**src/rtl/pulse_divider_rp.sv**
```systemverilog
// pulse_divider_rp: serially programmed clock divider with toggle/pulse output and row-packing freeze
module pulse_divider_rp #(
  parameter int DIV_WIDTH = 32,
  parameter int ROW_WIDTH = 16,
  parameter int RESET_DIV = 2
) (
  input  logic                 pulse_clock,
  input  logic                 external_reset_n,
  input  logic                 enable,
  input  logic                 pulse_mode,
  input  logic                 sr_data,
  input  logic                 sr_shift,
  input  logic                 sr_sel,
  input  logic                 sr_commit,
  input  logic                 rowpack_enable,
  input  logic                 reset_row,
  output logic                 divided_clock,
  output logic                 row_complete,
  output logic [ROW_WIDTH-1:0] row_count,
  output logic                 load_pending
);
  localparam logic [DIV_WIDTH-1:0] DIV_ONE = 1;
  localparam logic [ROW_WIDTH-1:0] ROW_ONE = 1;
  logic [DIV_WIDTH-1:0] div_sr, div_pend, div_n, cnt;
  logic [ROW_WIDTH-1:0] row_sr, row_pend, row_r;
  logic act_mode, pm_q;
  logic frozen, run, term, change, apply, row_ev, row_last, dc_next;
  always_comb begin
    frozen   = row_complete && rowpack_enable;
    run      = enable && !frozen && div_n != '0;
    term     = run && cnt == div_n - DIV_ONE;
    change   = pulse_mode != pm_q;
    apply    = load_pending && (term || !enable);
    row_ev   = term && rowpack_enable && !change && (pulse_mode || !divided_clock);
    row_last = row_r != '0 && row_count == row_r - ROW_ONE;
    dc_next  = (frozen || change || div_n == '0) ? 1'b0 :
               term ? (pulse_mode || !divided_clock) : (!act_mode && divided_clock);
  end
  always_ff @(posedge pulse_clock) begin
    if (!external_reset_n) begin
      div_sr        <= '0;
      row_sr        <= '0;
      div_pend      <= '0;
      row_pend      <= '0;
      load_pending  <= 1'b0;
      div_n         <= DIV_WIDTH'(RESET_DIV);
      row_r         <= '0;
      cnt           <= '0;
      divided_clock <= 1'b0;
      row_count     <= '0;
      row_complete  <= 1'b0;
      act_mode      <= pulse_mode;
      pm_q          <= pulse_mode;
    end else begin
      pm_q <= pulse_mode;
      if (term) act_mode <= pulse_mode;
      if (sr_shift && !sr_sel) div_sr <= {div_sr[DIV_WIDTH-2:0], sr_data};
      if (sr_shift && sr_sel) row_sr <= (row_sr << 1) | ROW_WIDTH'(sr_data);
      if (apply) begin
        div_n <= div_pend;
        row_r <= row_pend;
      end
      if (sr_commit) begin
        div_pend <= div_sr;
        row_pend <= row_sr;
      end
      load_pending  <= sr_commit || (load_pending && !apply);
      cnt           <= (apply || term) ? '0 : run ? cnt + DIV_ONE : cnt;
      divided_clock <= dc_next;
      if (reset_row) begin
        row_count    <= '0;
        row_complete <= 1'b0;
      end else if (row_ev) begin
        row_count    <= row_last ? '0 : row_count + ROW_ONE;
        row_complete <= row_last;
      end
    end
  end
endmodule
```
**config.mk**
```make
export PLATFORM = sky130hd
export DESIGN_NAME = pulse_divider_rp
export DESIGN_NICKNAME = d
export VERILOG_FILES = /design/src/rtl/pulse_divider_rp.sv
export SDC_FILE = /design/constraint.sdc
export NUM_CORES = 1
export LEC_CHECK = 0
export CORE_MARGIN = 2
export CORE_UTILIZATION = 62
export CTS_BUF_LIST = sky130_fd_sc_hd__clkbuf_8 sky130_fd_sc_hd__clkbuf_16
export DETAILED_ROUTE_END_ITERATION = 8
export PLACE_DENSITY = 0.85
export SETUP_SLACK_MARGIN = 0.1
export SLEW_MARGIN = 20
export SYNTH_ARGS = -nofsm -noshare
export SYNTH_HDL_FRONTEND = slang
export SYNTH_SLANG_ARGS = --single-unit
```
**constraint.sdc**
```tcl
create_clock -name pulse_clock -period 3.9 [get_ports pulse_clock]
set_input_delay 0.39 -clock pulse_clock [delete_from_list [all_inputs] [get_ports pulse_clock]]
set_output_delay 0.39 -clock pulse_clock [all_outputs]
set_load 0.05 [all_outputs]
```
# Word-level counts from Yosys, hierarchy flattened
# Index checks and enable logic that the tools add are counted.
totals:
  in_bits: 10
  reg_bits: 197
  elab_cells: 59
  out_inout_bits: 19
classes:
  n_addsub: 4
  bitwise_logic: 2
  n_mux: 4
  n_eq_ne: 4
  reduce_logical: 32
ops:
  columns: ["op", "n"]
  rows:
  - ["32-bit by 1-bit adder with 32-bit output, second input constant", 1]
  - ["32-bit == test", 1]
  - ["32-bit logical NOT", 1]
  - ["32-bit nonzero test", 1]
  - ["32-bit by 1-bit subtractor with 32-bit output, second input constant", 1]
  - ["16-bit by 1-bit adder with 16-bit output, second input constant", 1]
  - ["16-bit == test", 1]
  - ["16-bit 2-to-1 mux", 1]
  - ["16-bit by 1-bit OR with 16-bit output", 1]
  - ["16-bit nonzero test", 1]
  - ["16-bit by 1-bit subtractor with 16-bit output, second input constant", 1]
  - ["1-bit logical AND", 13]
  - ["1-bit logical NOT", 7]
  - ["1-bit logical OR", 6]
  - ["2-bit OR reduction", 3]
  - ["1-bit 2-to-1 mux", 3]
  - ["2-bit by 1-bit != test with 1-bit output, second input constant", 1]
  - ["1-bit != test", 1]
  - ["1-bit NOT", 1]

# Longest topological paths before layout
# Gate-level depths: netlist of the first run.
depth:
  depth_word: 10
  ltp_mapped: 15
  ltp_nobuf: 11

# Worst setup path after synthesis of the first run
# Ideal clock, no wire load.
synth_path:
  path_kind: "register -> register"
  startpoint: "reg div_n[0]"
  endpoint: "reg div_n[28]"
  arrival_ps: 3209
  n_path_buf: 4
  setup_time_ps: 128
  path_stages_with_launch: 16
  synth_period_minus_slack_ps: 3337
  slack_ps: 563
  path_cell_list: "dfxtp_1 > inv_1 > ha_1 > clkbuf_8 > or4b_1 > clkbuf_1 > or4b_1 > a21oi_1 > o22a_1 > nor4bb_1 > and4_1 > o21ai_1 > buf_2 > clkbuf_1 > nand3_1 > o21ai_0"
synth_between:
  elab_chain_cells: 5
  elab_cells_between_ends: 7
synth_rtl:
  columns: ["item", "line_no", "rtl"]
  rows:
  - ["from (decl)", "24", "logic [DIV_WIDTH-1:0] div_sr, div_pend, div_n, cnt;"]
  - ["from (signal assigned)", "46", "div_n <= DIV_WIDTH'(RESET_DIV);"]
  - ["from (signal assigned)", "60", "div_n <= div_pend;"]
  - ["32-bit by 1-bit subtractor with 32-bit output / 32-bit nonzero test (equally long branches)", "31, 30", null]
  - ["32-bit == test / 1-bit logical AND (equally long branches)", "31, 30", null]
  - ["1-bit logical AND (*)", "31", "term = run && cnt == div_n - DIV_ONE;"]
  - ["1-bit logical OR (*)", "33", "apply = load_pending && (term || !enable);"]
  - ["1-bit logical AND (*)", "33", null]
# Every way passes the cells marked *; elsewhere a longest branch is shown, timed or not.
# A chain may end at the register's enable or synchronous reset.

# Final worst setup path of the first run
layout_path:
  startpoint: "reg div_n[16]"
  endpoint: "reg row_count[2]"
layout_between:
  elab_chain_cells: 6
  elab_cells_between_ends: 8
layout_rtl:
  columns: ["item", "line_no", "rtl"]
  rows:
  - ["32-bit by 1-bit subtractor with 32-bit output / 32-bit nonzero test (equally long branches)", "31, 30", null]
  - ["32-bit == test / 1-bit logical AND (equally long branches)", "31, 30", null]
  - ["1-bit logical AND (*)", "31", null]
  - ["1-bit logical AND (*) (3 in a row)", "34", "row_ev = term && rowpack_enable && !change && (pulse_mode || !divided_clock);"]
  - ["to (signal assigned)", "74", "row_count <= row_last ? '0 : row_count + ROW_ONE;"]
  - ["to (decl)", "19", "output logic [ROW_WIDTH-1:0] row_count,"]
# Marked as above.

==> results.json, run 1 <==
{
  "r2r-end": "row_count[2]",
  "die_area_um2": 16800,
  "cts_tree": "yes",
  "netlist_area_um2": 9790,
  "cts-root-buf": "clkbuf_16",
  "drive_gt1_share_pct": 7.62,
  "grt_max_degree": 197,
  "synth_commonest_cells": "dfxtp_1 (196), nand2_1 (179), nand3_1 (74)",
  "status": "finished, final reports clean",
  "setup-tns-final_ns": 0,
  "core_um2": 15300,
  "yosys.area_share.adder_pct": 0.511,
  "maxCapViolCount": 0,
  "cts-buffers-inserted": 17,
  "ys_seq_area_share_pct": 40.4,
  "p_leak_nw": 3.77,
  "antenna_found_initial": 0,
  "async_reset_ff_share_pct": 0,
  "ys_warn_count": 0,
  "fp.dieH_um": 130,
  "yosys.area.top_type_share_pct": 40.1,
  "grt_pass1_wl_um": 35700,
  "finalSetupViolations": 0,
  "ys.flop_type": "dfxtp_1",
  "antennaDiodeCount": 0,
  "area_growth_pct": 10.4,
  "dp_hpwl_um": 14400,
  "synth_xor_area_share_pct": 7.79,
  "cp.required_ns": 4.25,
  "clockBufferDepth": 2,
  "fmax_mhz": 280,
  "cellPowerDensity_nw_per_um2": 363,
  "vias": 8151,
  "hold_viol": 0,
  "rrSetupSlack_ns": 0.33,
  "synthesis.nets": 1182,
  "ir_drop_v": 0.000403,
  "portBuffers": 28,
  "fin_util_pct": 70.5,
  "synth_top_area_cell": "dfxtp_1",
  "syn-instance-count": 1168,
  "finalCritPeriodShare_pct": 91.6,
  "min_path_cells": 2,
  "critPathKind": "reg -> reg",
  "drt-wirelength-per-cell_um": 15.5,
  "yosysMostFrequentCell": "dfxtp_1",
  "synth-compound-area-share_pct": 12.1,
  "overflow": 0,
  "synthMuxAreaShare_pct": 5.74,
  "gp_congestion": 0.922,
  "clock-sinks": 197,
  "grt_pass1_vias": 7254,
  "nets": 1182,
  "drt_iter0_drc": 849,
  "min-delay-start": "row_pend[15]",
  "fill_cells": 1186,
  "tightest_slew_ns": 0.773,
  "slew_violations": 0,
  "routed_wl_um": 21600,
  "synth_top_family_by_area": "simple AND/OR/NAND/NOR gates",
  "dr.pass1.iters": 7,
  "synth_simple_gate_area_share_pct": 29.4,
  "antenna_left": 0,
  "h-tree-depth": 4,
  "rr_startpoint": "div_n[16]",
  "viasPerCell": 5.86,
  "start_kind": "flop",
  "rsz0062_at_grt": "false",
  "regArea_um2": 3950,
  "whs_endpoint": "row_r[15]",
  "synth_edf_count": 1,
  "avgSynthCellArea_um2": 8.38,
  "min_path_type": "reg -> reg",
  "finalCriticalPeriod_ns": 3.57,
  "multi_input_comb_area_um2": 5470,
  "io_pins": 29,
  "slew_headroom_pct": 48.5,
  "ys_ff_latch": 197,
  "clock_latency_ns": 0.43,
  "finalClockSkew_ns": 0.0115,
  "cts_hold_buf": 0,
  "remaining_drc_errors": 0,
  "rows": 45,
  "end_kind": "flop",
  "synth_cell_types": 71,
  "synthTopCellsByArea": "dfxtp_1 (40%), nand2_1 (6.9%), mux2i_1 (5.6%), xnor2_1 (4.2%), nand3_1 (3.8%)",
  "cp_max_fo": 11,
  "reg2reg_depth": 10,
  "arrival_ns": 3.92,
  "clk_pin_slew_ns": 0.07,
  "start_util_pct": 63.9,
  "grt_usage_pct": 26.2,
  "die_width_um": 130
}
-- final cells by class --
type,instances,share of cell area [%]
Sequential cell,197,36.6
Timing Repair Buffer,56,4.59
Tap cell,211,2.44
Clock buffer,17,3.94
Multi-Input combinational cell,882,50.6
Inverter,14,0.486
Clock inverter,15,1.32
-- sequential cells by signal (all words and copies together) (netlist names) --
name,cells
row_count,16
row_complete,1
div_n,32
pm_q,1
div_pend,32
load_pending,1
cnt,32
row_pend,16
div_sr,32
divided_clock,1
row_r,16
row_sr,16
act_mode,1
-- metrics by stage --
step | instances | total power, W | instance area (um2) | setup WS, ns | hold slack [ns]
2_1_floorplan | 1168 | 0.00223 | 9790 | 0.563 | 0.418
3_3_place_gp | 1359 | 0.00228 | 10200 | 0.398 | 0.444
3_5_place_dp | 1359 | 0.00228 | 10200 | 0.303 | 0.450
4_1_cts | 1391 | 0.00393 | 10800 | 0.258 | 0.462
5_1_grt | 1392 | 0.00404 | 10800 | 0.104 | 0.484
6_report | 1392 | 0.00392 | 10800 | 0.327 | 0.461
-- worst max-delay path: stages, from the launching register on --
cell and delay [ns]:
dfxtp_1 0.36, nor4_4 0.55, and4_4 0.35, a21oi_2 0.06, or4_1 0.51, or4b_4 0.52, nor4b_4 0.31, nand4b_1 0.14
buf_4 0.19, or3b_1 0.37, a21oi_1 0.14
-- power breakdown --
part	internal [W]	switching [W]	leakage, nW
Combinational	0.0000830	0.000130	1.89
Clock	0.000849	0.000837	0.288
Sequential	0.00202	0.00000723	1.59
Total	0.00295	0.000975	3.77
-- logic make-up (layout without fill, tap and decap cells) --
| group | count (synthesis) | after routing |
|---|---|---|
| simple gates | 547 | 547 |
| fa+ha+maj | 4 | 4 |
| buf+inv | 89 | 102 |
| flops | 197 | 197 |
| mux | 56 | 56 |
| xor+xnor | 87 | 87 |
| compound gates | 188 | 188 |
-- repair_timing --
action,in CTS,in global routing
setup endpoints to repair,0,15
hold endpoints to repair,0,0
resized for setup,0,3
buffers inserted,0,1
-- placed cells by master (no fill, tap or decap), drive strengths merged, types with 7 or more instances in the layout --
cell type / instances
xor2: 40
nor2b: 59
o211ai: 8
nand3b: 7
or4b: 7
nand3: 74
dfxtp: 196
xnor2: 47
nor4: 22
clkbuf: 17
nand2: 179
nor3: 20
clkdlybuf4s50: 26
a31oi: 12
a21oi: 31
mux2i: 55
nand4: 18
nand2b: 11
inv: 24
or3: 15
o21ai: 67
a21boi: 49
and3: 18
buf: 30
nor2: 71
-- per-layer routing --
layer | global-route usage [%] | wire length [um]
met5 | 0 | 0
met1 | 37.4 | 10300
met2 | 39.3 | 9620
met3 | 5.16 | 1210
met4 | 9.68 | 420
-- how the worst max path moves through the flow --
| stage | startpoint | endpoint | slack (ns) | depth (start not counted) |
|---|---|---|---|---|
| finish | div_n[16] | row_count[2] | 0.33 | 10 |
| global route | div_n[0] | row_count[14] | 0.10 | 11 |
| CTS | div_n[2] | row_count[14] | 0.26 | 10 |
| detailed placement | div_n[2] | row_count[15] | 0.30 | 10 |
| global placement | div_n[2] | row_count[14] | 0.40 | 10 |
| floorplan | div_n[0] | div_n[28] | 0.56 | 15 |
(Power assumes the default switching activity.)
==> run 2: changes to the inputs <==
CORE_UTILIZATION = 35   (was 62)
CTS_CLUSTER_SIZE = 28   (was default)
GPL_ROUTABILITY_DRIVEN = 0   (was default)
PLACE_DENSITY = 0.55   (was 0.85)
==> run 2 against run 1 <==
- first-iteration DRC count decreased by 45%
- combinational power increased by 2%
- critical path type unchanged
- utilization decreased by 30 points
- cell area increased by 2.6%
- worst setup slack improved by 0.0021 ns
- critical path depth unchanged
==> results.json, run 2 (synthesized netlist as in run 1, its figures left out) <==
{
  "status": "finished, final reports clean",
  "cts-root-buf": "clkbuf_16",
  "clock_latency_ns": 0.44,
  "tightest_slew_ns": 0.781,
  "die_width_um": 171,
  "arrival_ns": 3.92,
  "comb_power_share_pct": 5.5,
  "nets": 1186,
  "finalCriticalPeriod_ns": 3.57,
  "viasPerCell": 4.95,
  "dr.pass1.iters": 5,
  "portBuffers": 28,
  "slowest_stage": "nor4_4",
  "cts-buffers-inserted": 17,
  "swShare_pct": 24.2,
  "clock-sinks": 197,
  "internal_power_w": 0.00300,
  "h-tree-depth": 4,
  "antennaDiodeCount": 0,
  "fp.dieH_um": 171,
  "finalClockSkew_ns": 0.0152,
  "crit_end": "row_count[7]",
  "switchingPower_w": 0.000961,
  "place_inst": 1528,
  "cts_tree": "yes",
  "final-instance-count-excl-fill": 1563,
  "drt-wirelength-per-cell_um": 13.8,
  "r2r-end": "row_count[7]",
  "grt_usage_pct": 15.4,
  "rows": 61,
  "rsz0062_at_grt": "true",
  "final_common_cell": "dfxtp_1",
  "slew_violations": 0,
  "finalCritPeriodShare_pct": 91.6,
  "cp_max_fo": 11,
  "end_kind": "flop",
  "rr_startpoint": "div_n[16]",
  "die_area_um2": 29300,
  "drive_gt1_share_pct": 7.93,
  "vias": 7734,
  "min_path_type": "reg -> reg",
  "cellPowerDensity_nw_per_um2": 358,
  "slew_headroom_pct": 48.0,
  "start_kind": "flop",
  "setup-tns-final_ns": 0,
  "path_cells": "nor4_4 > and4_4 > a21oi_2 > or4_1 > or4b_4 > nor4b_4 > nand4b_1 > buf_4 > or3_1 > a21oi_1",
  "critPathKind": "reg -> reg",
  "cp-startpoint": "div_n[16]",
  "grt_max_degree": 197,
  "p_leak_nw": 3.81,
  "grt_pass1_wl_um": 36700,
  "area_growth_pct": 13.3,
  "routed_wl_um": 21600,
  "clkPwrFrac_pct": 43.4,
  "reg2reg_depth": 10,
  "grt_pass1_vias": 7023,
  "clockBufferDepth": 2,
  "dp_hpwl_um": 15200,
  "io_pins": 29,
  "cp.required_ns": 4.25,
  "clk_pin_slew_ns": 0.07,
  "remaining_drc_errors": 0,
  "antenna_left": 0,
  "ir_drop_v": 0.000297,
  "finalSetupViolations": 0,
  "overflow": 0,
  "critPathBufInv": 1,
  "cts_hold_buf": 0,
  "maxCapViolCount": 0,
  "cp_top_family": "simple AND/OR/NAND/NOR gates",
  "pwr-share-seq_pct": 51.1,
  "critPathMaxStageDelay_ns": 0.52,
  "most-common-layout-cells": "dfxtp_1 (196), nand2_1 (179), nand3_1 (73)",
  "worstSetupPathDepth": 10,
  "core_um2": 27600,
  "rrSetupSlack_ns": 0.33,
  "drt_iter0_drc": 464,
  "hold_viol": 0,
  "antenna_found_initial": 0,
  "start_util_pct": 35.4,
  "fmax_mhz": 280
}
## run 2: timing repair
action,CTS,global route
resized for setup,0,7
setup buffers,0,3
setup endpoints to repair,0,53
## run 2: layout make-up
cell class	instances	area [um2]
Sequential cell	197	3950
Tap cell	378	473
Clock buffer	17	425
Inverter	14	52.6
Multi-Input combinational cell	882	5490
Timing Repair Buffer	60	538
Clock inverter	15	156
Fill cell	2875	16500
## run 2: worst min-delay path by stage
stage | from | endpoint | depth (start not counted)
after floorplan | pulse_mode | pm_q | 0
after global placement | div_pend[31] | div_n[31] | 2
after detailed placement | row_pend[4] | row_r[4] | 2
after CTS | sr_commit | row_pend[7] | 3
after global routing | sr_commit | row_pend[8] | 3
final | div_pend[8] | div_n[8] | 2
## run 2: metal layers
layer  vias to the layer above  GRT usage (%)  part of all wire, %
li1                       4079              -                    -
met3                        11           2.53                  1.8
met5                         -              0                    0
met1                      3587           23.2                   56
met4                         0           3.65                 0.86
met2                        57           22.7                   42
## run 2: power by group through the flow
stage               registers (W)  logic [W]  clock network, W
floorplan                 0.00207   0.000162                 0
global placement          0.00207   0.000215                 0
detailed placement        0.00207   0.000216                 0
CTS                       0.00202   0.000217           0.00178
global route              0.00203   0.000241           0.00186
finish                    0.00203   0.000218           0.00172
## run 2: tightest hold or removal path, stage by stage, from the launching register on
cell and delay [ns]:
dfxtp_1 0.31, nand2_1 0.05, o21ai_0 0.06
## run 2: through the flow
stage / utilization (%) / area, um2 / hold WS (ns) / power, W / setup WS, ns
4_1_cts: 39.9 / 11000 / 0.458 / 0.00403 / 0.145
3_3_place_gp: 37.8 / 10500 / 0.445 / 0.00229 / 0.316
2_1_floorplan: - / 9790 / 0.418 / 0.00223 / 0.563
5_1_grt: 40.1 / 11100 / 0.479 / 0.00413 / 0.0806
3_5_place_dp: 37.8 / 10500 / 0.451 / 0.00229 / 0.185
6_report: 40.1 / 11100 / 0.457 / 0.00397 / 0.329
